<file path="src/rtl/coin_casher_if.sv">
// Coin-mech / game-controller signal bundle for the coin acceptor.
// The master side drives the coin-mech inputs; the slave side is the acceptor.
interface coin_casher_if;
  logic       return_coin;
  logic       timer_finish;
  logic       coin_insert;
  logic       game_finish;
  logic [2:0] inserted_coin;
  logic       timer_en;
  logic       coin_reject;
  logic       eat_coins;
  logic       reset_timer;
  logic       spit_coin;
  logic       wait_ready;
  logic       game_start;

  modport master (
    output return_coin, timer_finish, coin_insert, game_finish, inserted_coin,
    input  timer_en, coin_reject, eat_coins, reset_timer, spit_coin, wait_ready, game_start
  );

  modport slave (
    input  return_coin, timer_finish, coin_insert, game_finish, inserted_coin,
    output timer_en, coin_reject, eat_coins, reset_timer, spit_coin, wait_ready, game_start
  );
endinterface

</file>
<file path="src/rtl/coin_casher.sv">
// Coin acceptor FSM: validates coins, counts credit, starts the game or refunds.
// One-hot state register with Moore outputs; the credit timer lives outside.
module coin_casher #(
  parameter int         COINS_PER_GAME = 3,
  parameter logic [2:0] VALID_COIN     = 3'b100
) (
  input logic          clk,
  input logic          rst_n,
  coin_casher_if.slave bus
);
  localparam int            CW       = (COINS_PER_GAME > 1) ? $clog2(COINS_PER_GAME) : 1;
  localparam logic [CW-1:0] CNT_LAST = CW'(COINS_PER_GAME - 1);

  typedef enum logic [11:0] {
    WAIT_START  = 12'h001,
    CHECK_COIN  = 12'h002,
    SPIT_ALL    = 12'h004,
    CHECK_NUM   = 12'h008,
    REJECT      = 12'h010,
    START_GAME  = 12'h020,
    GAME_END    = 12'h040,
    WAIT_FIN    = 12'h080,
    START_TIMER = 12'h100,
    INCR_COUNT  = 12'h200,
    INIT        = 12'h400
  } state_t;

  state_t        state_q, state_d;
  logic [CW-1:0] coin_cnt;
  logic [2:0]    coin_reg;
  logic          refund_req;

  assign refund_req = bus.return_coin | bus.timer_finish;

  always_ff @(posedge clk) begin
    if (!rst_n) begin
      state_q  <= INIT;
      coin_cnt <= '0;
      coin_reg <= '0;
    end else begin
      state_q <= state_d;
      case (state_q)
        WAIT_START: if (!refund_req && bus.coin_insert) coin_reg <= bus.inserted_coin;
        INCR_COUNT: coin_cnt <= coin_cnt + 1'b1;
        START_GAME, SPIT_ALL: coin_cnt <= '0;
        default: ;
      endcase
    end
  end

  logic timer_en, coin_reject, eat_coins, reset_timer, spit_coin, wait_ready, game_start;

  always_comb begin
    state_d     = state_q;
    timer_en    = 1'b0;
    coin_reject = 1'b0;
    eat_coins   = 1'b0;
    reset_timer = 1'b0;
    spit_coin   = 1'b0;
    wait_ready  = 1'b0;
    game_start  = 1'b0;
    case (state_q)
      INIT:       state_d = WAIT_START;
      WAIT_START: begin
        wait_ready = 1'b1;
        // refund outranks a coin arriving in the same cycle
        if (refund_req)           state_d = SPIT_ALL;
        else if (bus.coin_insert) state_d = CHECK_COIN;
      end
      CHECK_COIN: state_d = (coin_reg == VALID_COIN) ? CHECK_NUM : REJECT;
      REJECT: begin
        coin_reject = 1'b1;
        state_d     = WAIT_START;
      end
      CHECK_NUM: begin
        if (coin_cnt == CNT_LAST)  state_d = START_GAME;
        else if (coin_cnt == '0)   state_d = START_TIMER;
        else                       state_d = INCR_COUNT;
      end
      START_TIMER: begin
        timer_en = 1'b1;
        state_d  = INCR_COUNT;
      end
      INCR_COUNT: state_d = WAIT_START;
      START_GAME: begin
        game_start  = 1'b1;
        eat_coins   = 1'b1;
        reset_timer = 1'b1;
        coin_reject = 1'b1;
        state_d     = WAIT_FIN;
      end
      WAIT_FIN: begin
        // mech keeps rejecting coins while a game runs
        coin_reject = 1'b1;
        if (bus.game_finish) state_d = GAME_END;
      end
      GAME_END: state_d = WAIT_START;
      SPIT_ALL: begin
        spit_coin   = 1'b1;
        reset_timer = 1'b1;
        state_d     = WAIT_START;
      end
      default: state_d = INIT;
    endcase
  end

  assign bus.timer_en    = timer_en;
  assign bus.coin_reject = coin_reject;
  assign bus.eat_coins   = eat_coins;
  assign bus.reset_timer = reset_timer;
  assign bus.spit_coin   = spit_coin;
  assign bus.wait_ready  = wait_ready;
  assign bus.game_start  = game_start;
endmodule

</file>
<file path="src/flat_wrapper.sv">
// flat-port wrapper written by rule: the top's interface ports become plain ports
module coin_casher_flat 
#(
  parameter int         COINS_PER_GAME = 3,
  parameter logic [2:0] VALID_COIN     = 3'b100
)
  (clk, rst_n, bus_return_coin, bus_timer_finish, bus_coin_insert, bus_game_finish, bus_inserted_coin, bus_timer_en, bus_coin_reject, bus_eat_coins, bus_reset_timer, bus_spit_coin, bus_wait_ready, bus_game_start);
  coin_casher_if bus_i ();
  input logic clk;
  input logic rst_n;
  input wire logic [$bits(bus_i.return_coin)-1:0] bus_return_coin;
  input wire logic [$bits(bus_i.timer_finish)-1:0] bus_timer_finish;
  input wire logic [$bits(bus_i.coin_insert)-1:0] bus_coin_insert;
  input wire logic [$bits(bus_i.game_finish)-1:0] bus_game_finish;
  input wire logic [$bits(bus_i.inserted_coin)-1:0] bus_inserted_coin;
  output wire logic [$bits(bus_i.timer_en)-1:0] bus_timer_en;
  output wire logic [$bits(bus_i.coin_reject)-1:0] bus_coin_reject;
  output wire logic [$bits(bus_i.eat_coins)-1:0] bus_eat_coins;
  output wire logic [$bits(bus_i.reset_timer)-1:0] bus_reset_timer;
  output wire logic [$bits(bus_i.spit_coin)-1:0] bus_spit_coin;
  output wire logic [$bits(bus_i.wait_ready)-1:0] bus_wait_ready;
  output wire logic [$bits(bus_i.game_start)-1:0] bus_game_start;
  assign bus_i.return_coin = bus_return_coin;
  assign bus_i.timer_finish = bus_timer_finish;
  assign bus_i.coin_insert = bus_coin_insert;
  assign bus_i.game_finish = bus_game_finish;
  assign bus_i.inserted_coin = bus_inserted_coin;
  assign bus_timer_en = bus_i.timer_en;
  assign bus_coin_reject = bus_i.coin_reject;
  assign bus_eat_coins = bus_i.eat_coins;
  assign bus_reset_timer = bus_i.reset_timer;
  assign bus_spit_coin = bus_i.spit_coin;
  assign bus_wait_ready = bus_i.wait_ready;
  assign bus_game_start = bus_i.game_start;
  coin_casher #(.COINS_PER_GAME(COINS_PER_GAME), .VALID_COIN(VALID_COIN)) u_core (.clk(clk), .rst_n(rst_n), .bus(bus_i));
endmodule
</file>
<file path="config.mk">
export PLATFORM = sky130hd
export DESIGN_NAME = coin_casher_flat
export DESIGN_NICKNAME = d
export VERILOG_FILES = /design/src/rtl/coin_casher_if.sv /design/src/rtl/coin_casher.sv /design/src/flat_wrapper.sv
export SDC_FILE = /design/constraint.sdc
export NUM_CORES = 1
export LEC_CHECK = 0
export CAP_MARGIN = 30
export CORE_ASPECT_RATIO = 1.1
export CORE_MARGIN = 4
export CORE_UTILIZATION = 51
export DETAILED_ROUTE_END_ITERATION = 7
export PLACE_DENSITY = 0.76
export SYNTH_ARGS = -nofsm -noshare
export SYNTH_HDL_FRONTEND = slang
export SYNTH_SLANG_ARGS = --single-unit
</file>
<file path="constraint.sdc">
create_clock -name clk -period 2.5 [get_ports clk]
set_input_delay 0.5 -clock clk [delete_from_list [all_inputs] [get_ports clk]]
set_output_delay 0.5 -clock clk [all_outputs]
set_load 0.02 [all_outputs]
</file>
==> impl_metrics.yaml, run 1 <==
setup_path:
  required_ns: 2.00
  end_kind: "output port"
  worstPathArrival_ns: 1.85
  start_kind: "register"
  crit_path_max_fanout: 7
  path_class: "reg2out"
status:
  status: "completed"
pwr:
  ir_drop_mv: 0.3882
  total_power_mw: 0.5680
  p_leak_nw: 0.5433
  powerDensity_nw_per_um2: 459.5
routing:
  vias: 976
  drt-initial-drc-count: 21
  wl_per_cell_um: 14.64
  viasPerCell: 6.138
  drt_first_pass_iters: 4
  drc: 0
  totalWireLength_um: 2327
  ant_nets: 0
timing:
  hold_ws_ns: 0.4675
  fin_ws_ns: 0.1504
  min_period_ns: 2.350
  rsz0062_at_grt: "no"
  slew_viol_final: 0
  worst_pin_slew_ns: 0.5352
  finalSetupTns_ns: 0
  post-route-period-util: 0.9399
  finalClockSkew_ns: 0.0004692
  setup_viol: 0
  max_slew_margin: 0.6399
  max_clock_freq_mhz: 425.6
  finalHoldViolations: 0
finish:
  multi_input_area_um2: 606.8
  layout.nets: 153
  largest_register_ffs: 11
  n_antenna_cell: 0
  fill_cells: 135
  area_delta_synth_final_pct: 29.83
  seq_area_um2: 320.3
  layout-drive-gt1-share: 0.2128
synthesis:
  synth_top_area_share: 0.3364
  yosysTopAreaCell: "dfxtp_1"
  syn_area_um2: 952.2
  syn_area_per_cell_um2: 8.069
  synth.area.top_cells: "dfxtp_1, nor4_1, nor3_1, o21ai_0, xor2_1"
  synthArstFlopShare: 0
  synth_most_common_cell: "dfxtp_1"
  synth_top_flop_cell: "dfxtp_1"
  syn_inst: 118
  syn_nets: 129
  ys_ff_latch: 16
  synth-edff-count: 0
  yosysSeqAreaShare: 0.3364
  yosys_warnings: 0
  yosys-top-cells-count: "dfxtp_1, nand2_1, nor3_1, nor4_1, o21ai_0"
  yosysUniqueCellTypes: 35
floorplan:
  initial_utilization: 0.5344
  ios: 16
  die_area_um2: 2623
  num_rows: 16
  core-area_um2: 1782
  fp.dieW_um: 49.20
  die_h_um: 53.32
clocking:
  clock-sinks: 16
  post-cts-setup-buffer-count: 0
  holdBufCountCts: 0
  path_clk_slew_ns: 0.09
  cts_buffers: 3
  htree_levels: 1
  cts_tree: "built"
  cts-resized-gates: 7
  root_buffer: "clkbuf_4"
  insertion_delay_ns: 0.29
  cts_buffer_depth: 2
placement:
  dp_hpwl_um: 1783
  post-place-ws_ns: -0.05225
  place.gp.congestion: 0.8920
  port_buffers: 15
worst_hold_path:
  hold_path_class: "reg2reg"
global_routing:
  grt_pass1_vias: 936
  grt.overflow.total: 0
  grt_antenna_before_repair: 0
  grt_max_degree: 11
  grt_pass1_wl_um: 4015
  grt_usage: 0.1999
flow_run:
  max_cap_violations: 0
stage by stage:
step | cell area (µm²) | util | std cells
final | 1236 | 0.6938 | 159
after global routing | 1236 | 0.6938 | 159
after CTS | 1217 | 0.6833 | 159
after detailed placement | 1177 | 0.6608 | 155
after global placement | 1177 | 0.6608 | 155
after floorplan | 957.2 | - | 118
cell usage in the layout, fill, tap and decap left out, types with 3 or more instances in the layout:
cell	Yosys	layout
dfxtp_1	16	16
buf_4	1	12
nand2_1	10	10
o21ai_0	9	9
nor2_1	8	8
clkdlybuf4s50_1	0	8
nor3_1	10	7
nor4_1	9	7
inv_1	5	5
xor2_1	5	5
nand3_1	4	4
a21oi_1	4	4
nor3_2	0	3
nand2b_1	3	3
nor4b_1	3	3
or3_1	3	3
clkbuf_4	0	3
clkbuf_2	0	3
dlymetal6s2s_1	0	3
routing by layer:
layer	vias to the layer above	wire length, µm	global-route usage
met3	12	114	0.03662
li1	474	-	-
met4	0	106	0.1280
met5	-	0	0
met1	454	900	0.2051
met2	36	1206	0.3750
where the power goes:
| group | total (mW) | leakage [nW] | switching [mW] | internal (mW) |
|---|---|---|---|---|
| Sequential | 0.267 | 0.129 | 0.00584 | 0.261 |
| Clock | 0.170 | 0.0210 | 0.0816 | 0.0887 |
| Combinational | 0.131 | 0.393 | 0.0638 | 0.0668 |
| Total | 0.568 | 0.543 | 0.151 | 0.417 |
kinds of logic (layout without fill, tap and decap cells):
| logic type | after synthesis | after routing | synth area share |
|---|---|---|---|
| flops | 16 | 16 | 0.3364 |
| compound gates | 21 | 21 | 0.1485 |
| buf+inv | 13 | 36 | 0.06439 |
| xor+xnor | 6 | 6 | 0.05519 |
| mux | 1 | 1 | 0.01051 |
| fa+ha+maj | 2 | 2 | 0.02628 |
| simple gates | 59 | 59 | 0.3588 |
layout make-up:
| cell class | instances | share of cell area |
|---|---|---|
| flip-flops and latches | 16 | 0.2591 |
| inverters | 5 | 0.01518 |
| repair buffers | 27 | 0.1872 |
| multi-input cells | 89 | 0.4909 |
| well taps | 18 | 0.01822 |
| clock buffers | 4 | 0.02935 |
worst paths after layout:
kind | from | end | slack (ns) | cells after the start
hold reg to reg | u_core.coin_reg[2] | u_core.state_q[3] | 0.47 | 2
setup reg to reg | u_core.state_q[9] | u_core.state_q[0] | 0.44 | 5
hold / removal | u_core.coin_reg[2] | u_core.state_q[3] | 0.47 | 2
setup / recovery | u_core.state_q[2] | bus_wait_ready | 0.15 | 4
worst max-delay path: stages (launching register included):
cell and delay, ns:
dfxtp_1 0.35, buf_4 0.17, or2_2 0.32, nor4b_1 0.34, dlygate4sd2_1 0.38
(Power assumes the default switching activity.)
==> run 2: changes to the inputs <==
--- a/config.mk
+++ b/config.mk
@@ -8,9 +8,9 @@
 export CAP_MARGIN = 30
 export CORE_ASPECT_RATIO = 1.1
 export CORE_MARGIN = 4
-export CORE_UTILIZATION = 51
+export CORE_UTILIZATION = 40
 export DETAILED_ROUTE_END_ITERATION = 7
-export PLACE_DENSITY = 0.76
+export PLACE_DENSITY = 0.62
 export SYNTH_ARGS = -nofsm -noshare
 export SYNTH_HDL_FRONTEND = slang
 export SYNTH_SLANG_ARGS = --single-unit
==> run 2 against run 1 <==
  * Setup slack improved by 0.020 ns
  * Total power increased by 1.7%
  * Global-route usage decreased by 1.8 points
  * Critical path depth increased by 1
  * Via count decreased by 0.72%
  * Die area increased by 23%
  * Sequential cell count unchanged
  * Clock power increased by 6%
  * Final area increased by 0.71%
  * Clock skew increased by 0.0060 ns
  * Hold slack improved by 0.013 ns
  * Largest cell class unchanged
==> impl_metrics.yaml, run 2 (synthesis gave the netlist of run 1 again) <==
status:
  status: "completed"
timing:
  max_slew_margin: 0.6421
  min_period_ns: 2.330
  finalClockSkew_ns: 0.006483
  worst_pin_slew_ns: 0.5319
  post-route-period-util: 0.9320
  setup_viol: 0
  max_clock_freq_mhz: 429.2
  finalHoldViolations: 0
  rsz0062_at_grt: "no"
  slew_viol_final: 0
  hold_ws_ns: 0.4807
routing:
  drt_first_pass_iters: 4
  vias: 969
  drc: 0
  drt-initial-drc-count: 20
  ant_nets: 0
  viasPerCell: 5.634
  totalWireLength_um: 2476
  wl_per_cell_um: 14.40
global_routing:
  grt.overflow.total: 0
  grt_pass1_vias: 959
  grt_max_degree: 11
  grt_antenna_before_repair: 0
  grt_pass1_wl_um: 4229
  grt_usage: 0.1814
floorplan:
  ios: 16
  num_rows: 18
  core-area_um2: 2252
  initial_utilization: 0.4228
  fp.dieW_um: 54.52
  die_h_um: 59.17
  die_area_um2: 3226
setup_path:
  max_stage_delay_ns: 0.37
  crit_path_max_fanout: 2
  start_kind: "register"
  r2r_end: "u_core.state_q[6]"
  path_cells: "nor4_1 -> buf_4 -> nand2_1 -> nor4b_2 -> dlygate4sd2_1"
  cpLargestDelayFamily: "simple AND/OR/NAND/NOR gates"
  reg2reg_depth: 5
  worstPathArrival_ns: 1.83
  path_class: "reg2out"
  end_kind: "output port"
  timing.rr.start: "u_core.state_q[10]"
  worst-r2r-setup-slack_ns: 0.44
  worstPathBufferInverterCount: 2
  slowest_stage: "dlygate4sd2_1"
  required_ns: 2.00
  crit_start: "u_core.state_q[10]"
worst_hold_path:
  hold_depth: 2
  hp-start: "u_core.coin_reg[2]"
  hold_path_class: "reg2reg"
  hold_end: "u_core.state_q[3]"
finish:
  layout.nets: 154
  largest_register_ffs: 11
  area_delta_synth_final_pct: 30.75
  n_antenna_cell: 0
  final_cells: 172
  fin_util: 0.5528
  layout-drive-gt1-share: 0.2113
  layout_common_cells: "dfxtp_1, buf_4, nand2_1"
  layout_commonest_cell: "dfxtp_1"
placement:
  port_buffers: 15
  placed_cells_incl_taps: 168
  dp_hpwl_um: 1881
  place.gp.congestion: 0.8394
clocking:
  insertion_delay_ns: 0.30
  clock-sinks: 16
  root_buffer: "clkbuf_4"
  post-cts-setup-buffer-count: 0
  path_clk_slew_ns: 0.10
  cts_tree: "built"
  cts_buffers: 3
  cts_buffer_depth: 2
  htree_levels: 1
  holdBufCountCts: 0
pwr:
  p_leak_nw: 0.5314
  ir_drop_mv: 0.3366
  powerDensity_nw_per_um2: 463.9
flow_run:
  max_cap_violations: 0
## run 2: changes by cell type in the layout (fill, tap and decap cells not counted), sizes merged
cell	before	now
buf	12	15
clkbuf	7	5
dlygate4sd2	1	2
dlymetal6s2s	3	2
## run 2: area by class of cell
type	count	area [µm²]
tap	30	37.54
sequential	16	320.3
clock buffer	4	36.28
fill	232	1007
inverter	5	18.77
timing repair buffer	28	240.2
multi-input combinational	89	591.8
## run 2: layer usage
layer / vias up / GRT usage / share of wire
met4: 0 / 0.1139 / 0.024
li1: 481 / - / -
met5: - / 0 / 0
met1: 459 / 0.2171 / 0.43
met3: 9 / 0.03275 / 0.042
met2: 20 / 0.2923 / 0.51
## run 2: worst max-delay path by stage
| stage | cells past startpoint | slack [ns] | end |
|---|---|---|---|
| finish | 5 | 0.17 | bus_wait_ready |
| floorplan | 6 | 0.07 | bus_game_start |
| global route | 5 | 0.02 | bus_reset_timer |
| CTS | 5 | 0.004 | bus_eat_coins |
| global placement | 5 | 0.03 | bus_game_start |
| detailed placement | 5 | -0.007 | bus_eat_coins |
## run 2: worst reg2reg max path: stages, from the launching register on
cell and delay (ns):
dfxtp_1 0.36, buf_4 0.17, or4_4 0.56, or4_4 0.60, nor2_4 0.17, nor4_1 0.07
## run 2: timing repair
| item | CTS | global route |
|---|---|---|
| resized for setup | 6 | 14 |
| setup endpoints to repair | 5 | 6 |
| pin swaps | 0 | 1 |
## run 2: where the power goes
| part | leakage (nW) | internal (mW) | switching, mW |
|---|---|---|---|
| Sequential | 0.129 | 0.261 | 0.00558 |
| Combinational | 0.381 | 0.0668 | 0.0635 |
| Clock | 0.0210 | 0.0890 | 0.0913 |
## run 2: stage by stage
step / setup TNS (ns) / power (mW) / instance area, µm² / setup slack [ns]
floorplan: 0 / 0.3434 / 957.2 / 0.07269
global placement: 0 / 0.3963 / 1200 / 0.02797
detailed placement: -0.01334 / 0.3977 / 1200 / -0.006791
CTS: 0 / 0.5729 / 1236 / 0.003736
global route: 0 / 0.6050 / 1245 / 0.02340
finish: 0 / 0.5775 / 1245 / 0.1699
==> run 3: changes to the inputs <==
--- a/config.mk
+++ b/config.mk
@@ -9,6 +9,7 @@
 export CORE_ASPECT_RATIO = 1.1
 export CORE_MARGIN = 4
 export CORE_UTILIZATION = 40
+export CTS_CLUSTER_DIAMETER = 150
 export DETAILED_ROUTE_END_ITERATION = 7
 export PLACE_DENSITY = 0.62
 export SYNTH_ARGS = -nofsm -noshare
==> results of run 3 <==
Same layout as run 2: the final DEF is identical, and so are final timing and power.
